<file path="src/rtl/imem_program_loader_if.sv">
//----------------------------------------------------------------------------
// Module   : imem_program_loader_if
// Brief    : Byte-stream handshake and instruction-memory write bus.
// Revision : 1.0
//----------------------------------------------------------------------------
`default_nettype none

interface imem_program_loader_if #(
   parameter int ADDR_W = 8
);
   logic [7:0]        rx_data;
   logic              rx_valid;
   logic              rx_ready;
   logic              imem_we;
   logic [ADDR_W-1:0] imem_addr;
   logic [31:0]       imem_wdata;

   modport master (
      input  rx_data,
      input  rx_valid,
      output rx_ready,
      output imem_we,
      output imem_addr,
      output imem_wdata
   );

   modport slave (
      output rx_data,
      output rx_valid,
      input  rx_ready,
      input  imem_we,
      input  imem_addr,
      input  imem_wdata
   );
endinterface

`default_nettype wire

</file>
<file path="src/rtl/imem_program_loader.sv">
//----------------------------------------------------------------------------
// Module   : imem_program_loader
// Brief    : Framed byte-stream loader that fills instruction memory and
//            holds the pipeline in reset until the program is written.
// Revision : 1.0
//----------------------------------------------------------------------------
`default_nettype none

module imem_program_loader #(
   parameter int ADDR_W = 8
) (
   input  wire logic               clk,
   input  wire logic               reset,
   imem_program_loader_if.master   bus,
   input  wire logic               start,
   output logic                    cpu_reset,
   output logic                    busy,
   output logic                    done,
   output logic                    overflow,
   output logic [15:0]             words_loaded
);

   localparam logic [16:0] c_depth = 17'(1) << ADDR_W;

   typedef enum logic [2:0] {
      S_HDR_HI = 3'd0,
      S_HDR_LO = 3'd1,
      S_DATA   = 3'd2,
      S_WRITE  = 3'd3,
      S_DONE   = 3'd4
   } state_t;

   state_t            r_state;
   state_t            w_state_nxt;

   logic [15:0]       r_n;
   logic [15:0]       r_word_idx;
   logic [1:0]        r_byte_idx;
   logic [31:0]       r_shift;
   logic              r_imem_we;
   logic [ADDR_W-1:0] r_imem_addr;
   logic [31:0]       r_imem_wdata;
   logic              r_cpu_reset;
   logic              r_busy;
   logic              r_done;
   logic              r_overflow;
   logic [15:0]       r_words_loaded;

   logic              w_rx_ready;
   logic              w_accept;
   logic [15:0]       w_n_full;
   logic [15:0]       w_word_idx_inc;
   logic [31:0]       w_word;
   logic              w_in_range;

   assign w_rx_ready     = (r_state == S_HDR_HI) || (r_state == S_HDR_LO) || (r_state == S_DATA);
   assign w_accept       = bus.rx_valid && w_rx_ready;
   assign w_n_full       = {r_n[15:8], bus.rx_data};
   assign w_word_idx_inc = r_word_idx + 16'd1;
   assign w_word         = {r_shift[23:0], bus.rx_data};
   // Words beyond the memory depth are dropped rather than aliased.
   assign w_in_range     = {1'b0, r_word_idx} < c_depth;

   always_ff @(posedge clk or negedge reset) begin
      if (!reset) begin
         r_state <= S_HDR_HI;
      end else begin
         r_state <= w_state_nxt;
      end
   end

   always_comb begin
      w_state_nxt = r_state;
      case (r_state)
         S_HDR_HI: begin
            if (w_accept) begin
               w_state_nxt = S_HDR_LO;
            end
         end
         S_HDR_LO: begin
            if (w_accept) begin
               w_state_nxt = (w_n_full == 16'd0) ? S_DONE : S_DATA;
            end
         end
         S_DATA: begin
            if (w_accept && (r_byte_idx == 2'd3)) begin
               w_state_nxt = S_WRITE;
            end
         end
         S_WRITE: begin
            w_state_nxt = (w_word_idx_inc == r_n) ? S_DONE : S_DATA;
         end
         S_DONE: begin
            if (start) begin
               w_state_nxt = S_HDR_HI;
            end
         end
         default: begin
            w_state_nxt = S_HDR_HI;
         end
      endcase
   end

   always_ff @(posedge clk or negedge reset) begin
      if (!reset) begin
         r_n            <= 16'd0;
         r_word_idx     <= 16'd0;
         r_byte_idx     <= 2'd0;
         r_shift        <= 32'd0;
         r_imem_we      <= 1'b0;
         r_imem_addr    <= '0;
         r_imem_wdata   <= 32'd0;
         r_cpu_reset    <= 1'b1;
         r_busy         <= 1'b1;
         r_done         <= 1'b0;
         r_overflow     <= 1'b0;
         r_words_loaded <= 16'd0;
      end else begin
         r_imem_we   <= 1'b0;
         // Status follows the upcoming state so it changes on the DONE entry edge.
         r_done      <= (w_state_nxt == S_DONE);
         r_busy      <= (w_state_nxt != S_DONE);
         r_cpu_reset <= (w_state_nxt != S_DONE);
         case (r_state)
            S_HDR_HI: begin
               if (w_accept) begin
                  r_n[15:8] <= bus.rx_data;
               end
            end
            S_HDR_LO: begin
               if (w_accept) begin
                  r_n[7:0]   <= bus.rx_data;
                  r_byte_idx <= 2'd0;
                  r_word_idx <= 16'd0;
               end
            end
            S_DATA: begin
               if (w_accept) begin
                  r_shift    <= w_word;
                  r_byte_idx <= r_byte_idx + 2'd1;
                  if (r_byte_idx == 2'd3) begin
                     if (w_in_range) begin
                        r_imem_we      <= 1'b1;
                        r_imem_addr    <= r_word_idx[ADDR_W-1:0];
                        r_imem_wdata   <= w_word;
                        r_words_loaded <= r_words_loaded + 16'd1;
                     end else begin
                        r_overflow <= 1'b1;
                     end
                  end
               end
            end
            S_WRITE: begin
               r_word_idx <= w_word_idx_inc;
               r_byte_idx <= 2'd0;
            end
            S_DONE: begin
               if (start) begin
                  r_overflow     <= 1'b0;
                  r_words_loaded <= 16'd0;
                  r_word_idx     <= 16'd0;
                  r_byte_idx     <= 2'd0;
               end
            end
            default: begin
               r_byte_idx <= 2'd0;
            end
         endcase
      end
   end

   assign bus.rx_ready   = w_rx_ready;
   assign bus.imem_we    = r_imem_we;
   assign bus.imem_addr  = r_imem_addr;
   assign bus.imem_wdata = r_imem_wdata;
   assign cpu_reset      = r_cpu_reset;
   assign busy           = r_busy;
   assign done           = r_done;
   assign overflow       = r_overflow;
   assign words_loaded   = r_words_loaded;

endmodule

`default_nettype wire

</file>
<file path="src/flat_wrapper.sv">
// flat-port wrapper written by rule: the top's interface ports become plain ports
module imem_program_loader_flat 
#(
   parameter int ADDR_W = 8
)
  (clk, reset, start, cpu_reset, busy, done, overflow, words_loaded, bus_rx_data, bus_rx_valid, bus_rx_ready, bus_imem_we, bus_imem_addr, bus_imem_wdata);
  imem_program_loader_if #(.ADDR_W(ADDR_W)) bus_i ();
  input  wire logic clk;
  input  wire logic reset;
  input  wire logic start;
  output logic cpu_reset;
  output logic busy;
  output logic done;
  output logic overflow;
  output logic [15:0] words_loaded;
  input wire logic [$bits(bus_i.rx_data)-1:0] bus_rx_data;
  input wire logic [$bits(bus_i.rx_valid)-1:0] bus_rx_valid;
  output wire logic [$bits(bus_i.rx_ready)-1:0] bus_rx_ready;
  output wire logic [$bits(bus_i.imem_we)-1:0] bus_imem_we;
  output wire logic [$bits(bus_i.imem_addr)-1:0] bus_imem_addr;
  output wire logic [$bits(bus_i.imem_wdata)-1:0] bus_imem_wdata;
  assign bus_i.rx_data = bus_rx_data;
  assign bus_i.rx_valid = bus_rx_valid;
  assign bus_rx_ready = bus_i.rx_ready;
  assign bus_imem_we = bus_i.imem_we;
  assign bus_imem_addr = bus_i.imem_addr;
  assign bus_imem_wdata = bus_i.imem_wdata;
  imem_program_loader #(.ADDR_W(ADDR_W)) u_core (.clk(clk), .reset(reset), .bus(bus_i), .start(start), .cpu_reset(cpu_reset), .busy(busy), .done(done), .overflow(overflow), .words_loaded(words_loaded));
endmodule
</file>
<file path="config.mk">
export PLATFORM = sky130hd
export DESIGN_NAME = imem_program_loader_flat
export DESIGN_NICKNAME = d
export VERILOG_FILES = /design/src/rtl/imem_program_loader_if.sv /design/src/rtl/imem_program_loader.sv /design/src/flat_wrapper.sv
export SDC_FILE = /design/constraint.sdc
export NUM_CORES = 1
export LEC_CHECK = 0
export BUFFER_PORTS_ARGS = -buffer_cell sky130_fd_sc_hd__buf_2
export CORE_MARGIN = 2
export CORE_UTILIZATION = 58
export DETAILED_ROUTE_END_ITERATION = 10
export PLACE_DENSITY = 0.8
export SYNTH_ARGS = -nofsm -noshare
export SYNTH_HDL_FRONTEND = slang
export SYNTH_SLANG_ARGS = --single-unit
</file>
<file path="constraint.sdc">
create_clock -name clk -period 2.58 [get_ports clk]
set_input_delay 0.129 -clock clk [delete_from_list [all_inputs] [get_ports clk]]
set_output_delay 0.129 -clock clk [all_outputs]
set_load 0.03 [all_outputs]
</file>
# Word level (Yosys, flattened, before mapping)
# Index checks and enable logic that the tools add are counted.
# totals
register_bits	121
memories	0
latchBits	0
elab_cells	75
rom_bits	0
mem_bits_rw	0
# classes
n_mux	27
n_bitwise	1
n_mul	0
addsub	3
n_reduce_logical	16
shift	0
eq_ne	14
div_mod_pow	0
order_cmp	1
# ops
op	count
16-bit 2-to-1 mux	5
16-bit case mux with 3 select lines	1
16-bit by 1-bit adder with 16-bit output, second input constant	2
16-bit case mux with 2 select lines	1
3-bit 2-to-1 mux	6
16-bit equality test	1
16-bit logical NOT	1
16-bit by 9-bit less-than comparator with 1-bit output, second input constant	1
3-bit case mux with 5 select lines	1
5-bit AND reduction	2
1-bit 2-to-1 mux	8
2-bit case mux with 4 select lines	1
4-bit AND reduction	2
3-bit by 2-bit equality test with 1-bit output, second input constant	2
3-bit equality test, second input constant	2
2-bit 2-to-1 mux	3
2-bit by 1-bit != test with 1-bit output, second input constant	3
2-bit != test, second input constant	3
2-bit AND reduction	3
3-bit by 1-bit equality test with 1-bit output, second input constant	1
3-bit logical NOT	1
3-bit != test, second input constant	1
3-bit AND reduction	1
3-bit nonzero test	1
7 further kinds	9

# Longest topological paths before layout
# logic_depth
ltp_word	8
depth_mapped	10
depth_no_buf	8

# Least setup slack after synthesis
# No wires, ideal clock.
# synth_path
path_type	register to register
startpoint	register u_core.r_word_idx[0]
endpoint	register u_core.r_cpu_reset, in the netlist u_core.cpu_reset
path_stages_with_launch	10
arrival_time_ns	2.256
t_required_ns	2.503
setup_slack_ns	0.246
period_less_slack_ns	2.334
cell_sequence	dfrtp_1 ha_1 nand2_1 or3_1 buf_2 or4b_1 o211a_1 o22ai_2 nand4_2 o21a_1
# synth_between
elab_chain_len	5
# synth_lines
element	line	rtl
start, declared	imem_program_loader.sv:37	logic [15:0] r_word_idx;
start signal, assigned	imem_program_loader.sv:154	r_word_idx <= w_word_idx_inc;
16-bit by 1-bit adder with 16-bit output	imem_program_loader.sv:59	assign w_word_idx_inc = r_word_idx + 16'd1;
16-bit equality test	imem_program_loader.sv:91	w_state_nxt = (w_word_idx_inc == r_n) ? S_DONE : S_DATA;
3-bit 2-to-1 mux	imem_program_loader.sv:91	
3-bit case mux with 5 select lines	imem_program_loader.sv:74	case (r_state)
3-bit != test	imem_program_loader.sv:123	r_cpu_reset <= (w_state_nxt != S_DONE);
end signal, assigned	imem_program_loader.sv:123	
end, declared	imem_program_loader.sv:43	logic r_cpu_reset;
# No other way between the ends.
# A chain may end at the register's enable or synchronous reset.

# Worst setup path in the final report
# layout_path
startpoint	register u_core.r_word_idx[12]
endpoint	register u_core.r_words_loaded[13], in the netlist u_core.words_loaded[13]
# layout_between
elab_chain_len	3
# layout_lines
element	line	rtl
16-bit by 9-bit less-than comparator with 1-bit output	imem_program_loader.sv:62	assign w_in_range = {1'b0, r_word_idx} < c_depth;
2-bit by 1-bit != test with 1-bit output (no source line)	-	
5-bit AND reduction (no source line)	-	
end signal, assigned	imem_program_loader.sv:146	r_words_loaded <= r_words_loaded + 16'd1;
end, declared	imem_program_loader.sv:47	logic [15:0] r_words_loaded;
# No other way between the ends.

==> metrics <==
run status completed; largest fanout on the critical path 8; global route overflow 0; Post-synth top flop dfrtp_1; HPWL Detailed around 9000 um; Die Y ~100 um; Setup violations, final 0; area of the core a little over 9000 um^2; area delta synth->final 22.0%; die area 10,500 um^2; pwr/cell area 1070 nW/um^2; sequential area share after synthesis roughly 54%; Num CTS Buffers 17; Static Leak approximately 3.4 nW; Ports 74; Clock Sinks 121; Yosys top cell area share 53.4%; PnR worst setup slack 104 ps; Sum Neg Setup Slack 0 ps; residual DRC count 0; Synth Register Bits around 120; warnings from Yosys 0; post-synthesis cell type count 54; initial antenna violation count 0; Filler Cells Inserted roughly 660; Final Hold Fails 0; width of the die 102 um; pre-CTS setup slack 67.0 ps; period utilization 96.0%; clk buf depth 2; GP Congestion 0.910; register clock-pin slew on the reported worst setup and hold paths 60 ps; Post-synth EDFFs 0; Final Skew 10.7 ps; Worst-Skew Late Latency 520 ps; TritonCTS clock tree built; Finished Layout Cells 796; Setup CP Type register to register; vias in the first global route 4,615; top post-synthesis cells by area dfrtp_1 (53%), nand2_1 (9.5%), mux2_2 (8.2%), xnor2_1 (2.8%), o21ai_0 (2.8%); Cell Area, Synth 5620 um^2; Peak Freq between 0.4 and 0.5 GHz; min cycle time layout 2480 ps; DRT Pass-1 Iters 5; final net count 669; peak supply drop 0.627 mV; crit end category register; Post-Syn Instances 563; drt total wl 13,600 um; max-slew violation count 0; max-cap viol count 0; H-tree depth 4; via/cell ratio 5.75; vias 4,576; Wirelength per Cell 17.1 um; largest net degree at the start of global routing 49; largest area contributor in the netlist dfrtp_1; net count after synthesis 578; Arr. time, crit path 2910 ps; first-pass GRT wire length 22,100 um; Root Driver clkbuf_8; Slew headroom 49.3%; Tightest Hold Check Type input pin to register; number of diodes 0; GRT Resource Usage Total 27.8%; placed insts around 760; CP required around 3000 ps; ANT nets after route 0; Synth Area per Inst about 10 um^2; Slew @ Worst Pin 759 ps; async set-or-reset flop fraction in the synthesized netlist 100%; fraction of layout cells with a size suffix above 1 27.0%; number of port buffers 73; RSZ-0062 raised after global routing false; final total power between 7 and 8 mW; startpoint types register; initial core utilization between 60% and 70%; number of cell rows 35; initial drt markers 224
where the power goes:
group,total [mW],switching [mW],internal (mW)
clock network,2.24,0.924,1.32
logic,2.29,1.49,0.806
registers,2.84,0.403,2.43
total,7.37,2.81,4.56
through the flow:
| step | hold slack (ps) | area [um^2] | utilization [%] |
|---|---|---|---|
| floorplan | -167 | 5620 | - |
| finish | 61.7 | 6860 | 73.5 |
| global route | 71.8 | 6860 | 73.5 |
| detailed placement | 192 | 6200 | 66.5 |
| CTS | 42.4 | 6850 | 73.5 |
| global placement | 182 | 6200 | 66.5 |
area by class of cell:
type | instances | area, um^2 | area share, %
inverter | 4 | 15.0 | 0.219
clock buffer | 18 | 428 | 6.24
timing repair buffer | 103 | 641 | 9.34
clock inverter | 14 | 135 | 1.97
multi-input combinational | 407 | 2450 | 35.7
tap | 129 | 161 | 2.35
sequential | 121 | 3030 | 44.2
worst paths after layout:
check,from,end,slack (ps),cells after the start
min in group asynchronous,reset,u_core.r_word_idx[10],180,2
min,start,u_core.r_byte_idx[1],60,3
min reg2reg,u_core.r_shift[21],u_core.bus.imem_wdata[29],470,2
max reg2reg,u_core.r_word_idx[12],u_core.words_loaded[13],100,7
max in group asynchronous,reset,u_core.r_shift[0],1590,3
max,u_core.r_word_idx[12],u_core.words_loaded[13],100,7
cell usage after synthesis, types with 2 or more instances:
cell / instances
a21oi_1: 16
a22o_1: 2
a31oi_1: 2
and2_1: 3
and3_1: 10
and4_1: 3
buf_2: 7
buf_4: 3
clkbuf_1: 20
dfrtp_1: 120
ha_1: 3
inv_1: 3
mux2_2: 41
mux2i_1: 3
nand2_1: 143
nand2b_1: 3
nand3_1: 11
nand4_1: 9
nand4b_1: 3
nor2_1: 35
nor2b_1: 5
nor3_1: 6
nor3b_1: 3
nor4_1: 4
o21ai_0: 31
o21ai_1: 3
o31ai_1: 6
or3_1: 8
or4_1: 2
xnor2_1: 18
xor2_1: 14
per-layer routing:
metal  up-vias  wire [um]  track usage [%]  share of wire (%)
met5         -          0                0                  0
met4         0        342             12.6                2.5
met3        31        730             6.43                5.3
met2       161       6880             47.0                 50
met1      2280       5700             34.1                 42
li1       2104          -                -                  -
cell usage in the layout (no fill, tap or decap), types with 2 or more instances in the layout:
master | synthesis | routed
a21oi_1 | 16 | 16
a22o_1 | 2 | 2
a31oi_1 | 2 | 2
and2_1 | 3 | 3
and3_1 | 10 | 10
and4_1 | 3 | 3
buf_12 | 0 | 2
buf_2 | 7 | 72
buf_4 | 3 | 20
clkbuf_16 | 0 | 16
clkbuf_8 | 0 | 2
clkinv_4 | 0 | 2
clkinvlp_4 | 0 | 4
dfrtp_1 | 120 | 119
dlygate4sd3_1 | 0 | 9
ha_1 | 3 | 2
inv_1 | 3 | 3
inv_6 | 0 | 6
mux2_2 | 41 | 41
mux2i_1 | 3 | 3
nand2_1 | 143 | 143
nand2b_1 | 3 | 3
nand3_1 | 11 | 11
nand4_1 | 9 | 9
nand4b_1 | 3 | 3
nor2_1 | 35 | 34
nor2b_1 | 5 | 5
nor3_1 | 6 | 5
nor3b_1 | 3 | 3
nor4_1 | 4 | 4
o21ai_0 | 31 | 31
o21ai_1 | 3 | 3
o31ai_1 | 6 | 6
or3_1 | 8 | 8
or4_1 | 2 | 2
xnor2_1 | 18 | 18
xor2_1 | 14 | 14
flip-flops by register name (all words and copies together) (netlist names):
name / cells
u_core.r_shift: 24
u_core.words_loaded: 16
u_core.done: 1
u_core.r_byte_idx: 2
u_core.bus.imem_wdata: 32
u_core.overflow: 1
u_core.r_state: 3
u_core.r_word_idx: 16
u_core.bus.imem_addr: 8
u_core.bus.imem_we: 1
u_core.r_n: 16
u_core.cpu_reset: 1
worst max-delay path, stage by stage, from the launching register on:
cell	delay (ps)
dfrtp_1	440
or4_1	590
nor2_2	220
o21a_2	240
nand3_2	130
or2_1	280
or3_1	330
a21oi_1	190
cells by family after synthesis:
logic type | count (synthesis) | synth area share [%]
xor gates and xnor gates | 32 | 4.99
adders and majority gates | 3 | 0.668
AOI/OAI and AO/OA | 73 | 7.90
and+or+nand+nor | 255 | 21.1
buffers and inverters | 35 | 2.72
muxes | 44 | 8.75
DFF | 121 | 53.9
repair_timing:
action | 4_1_cts | 5_1_grt
setup endpoints to repair | 0 | 6
resized for setup | 0 | 3
endpoints found under the hold margin | 78 | 0
hold buffers | 9 | 0
buffers inserted | 0 | 0
Note: power is estimated with default switching activity, not from simulation.
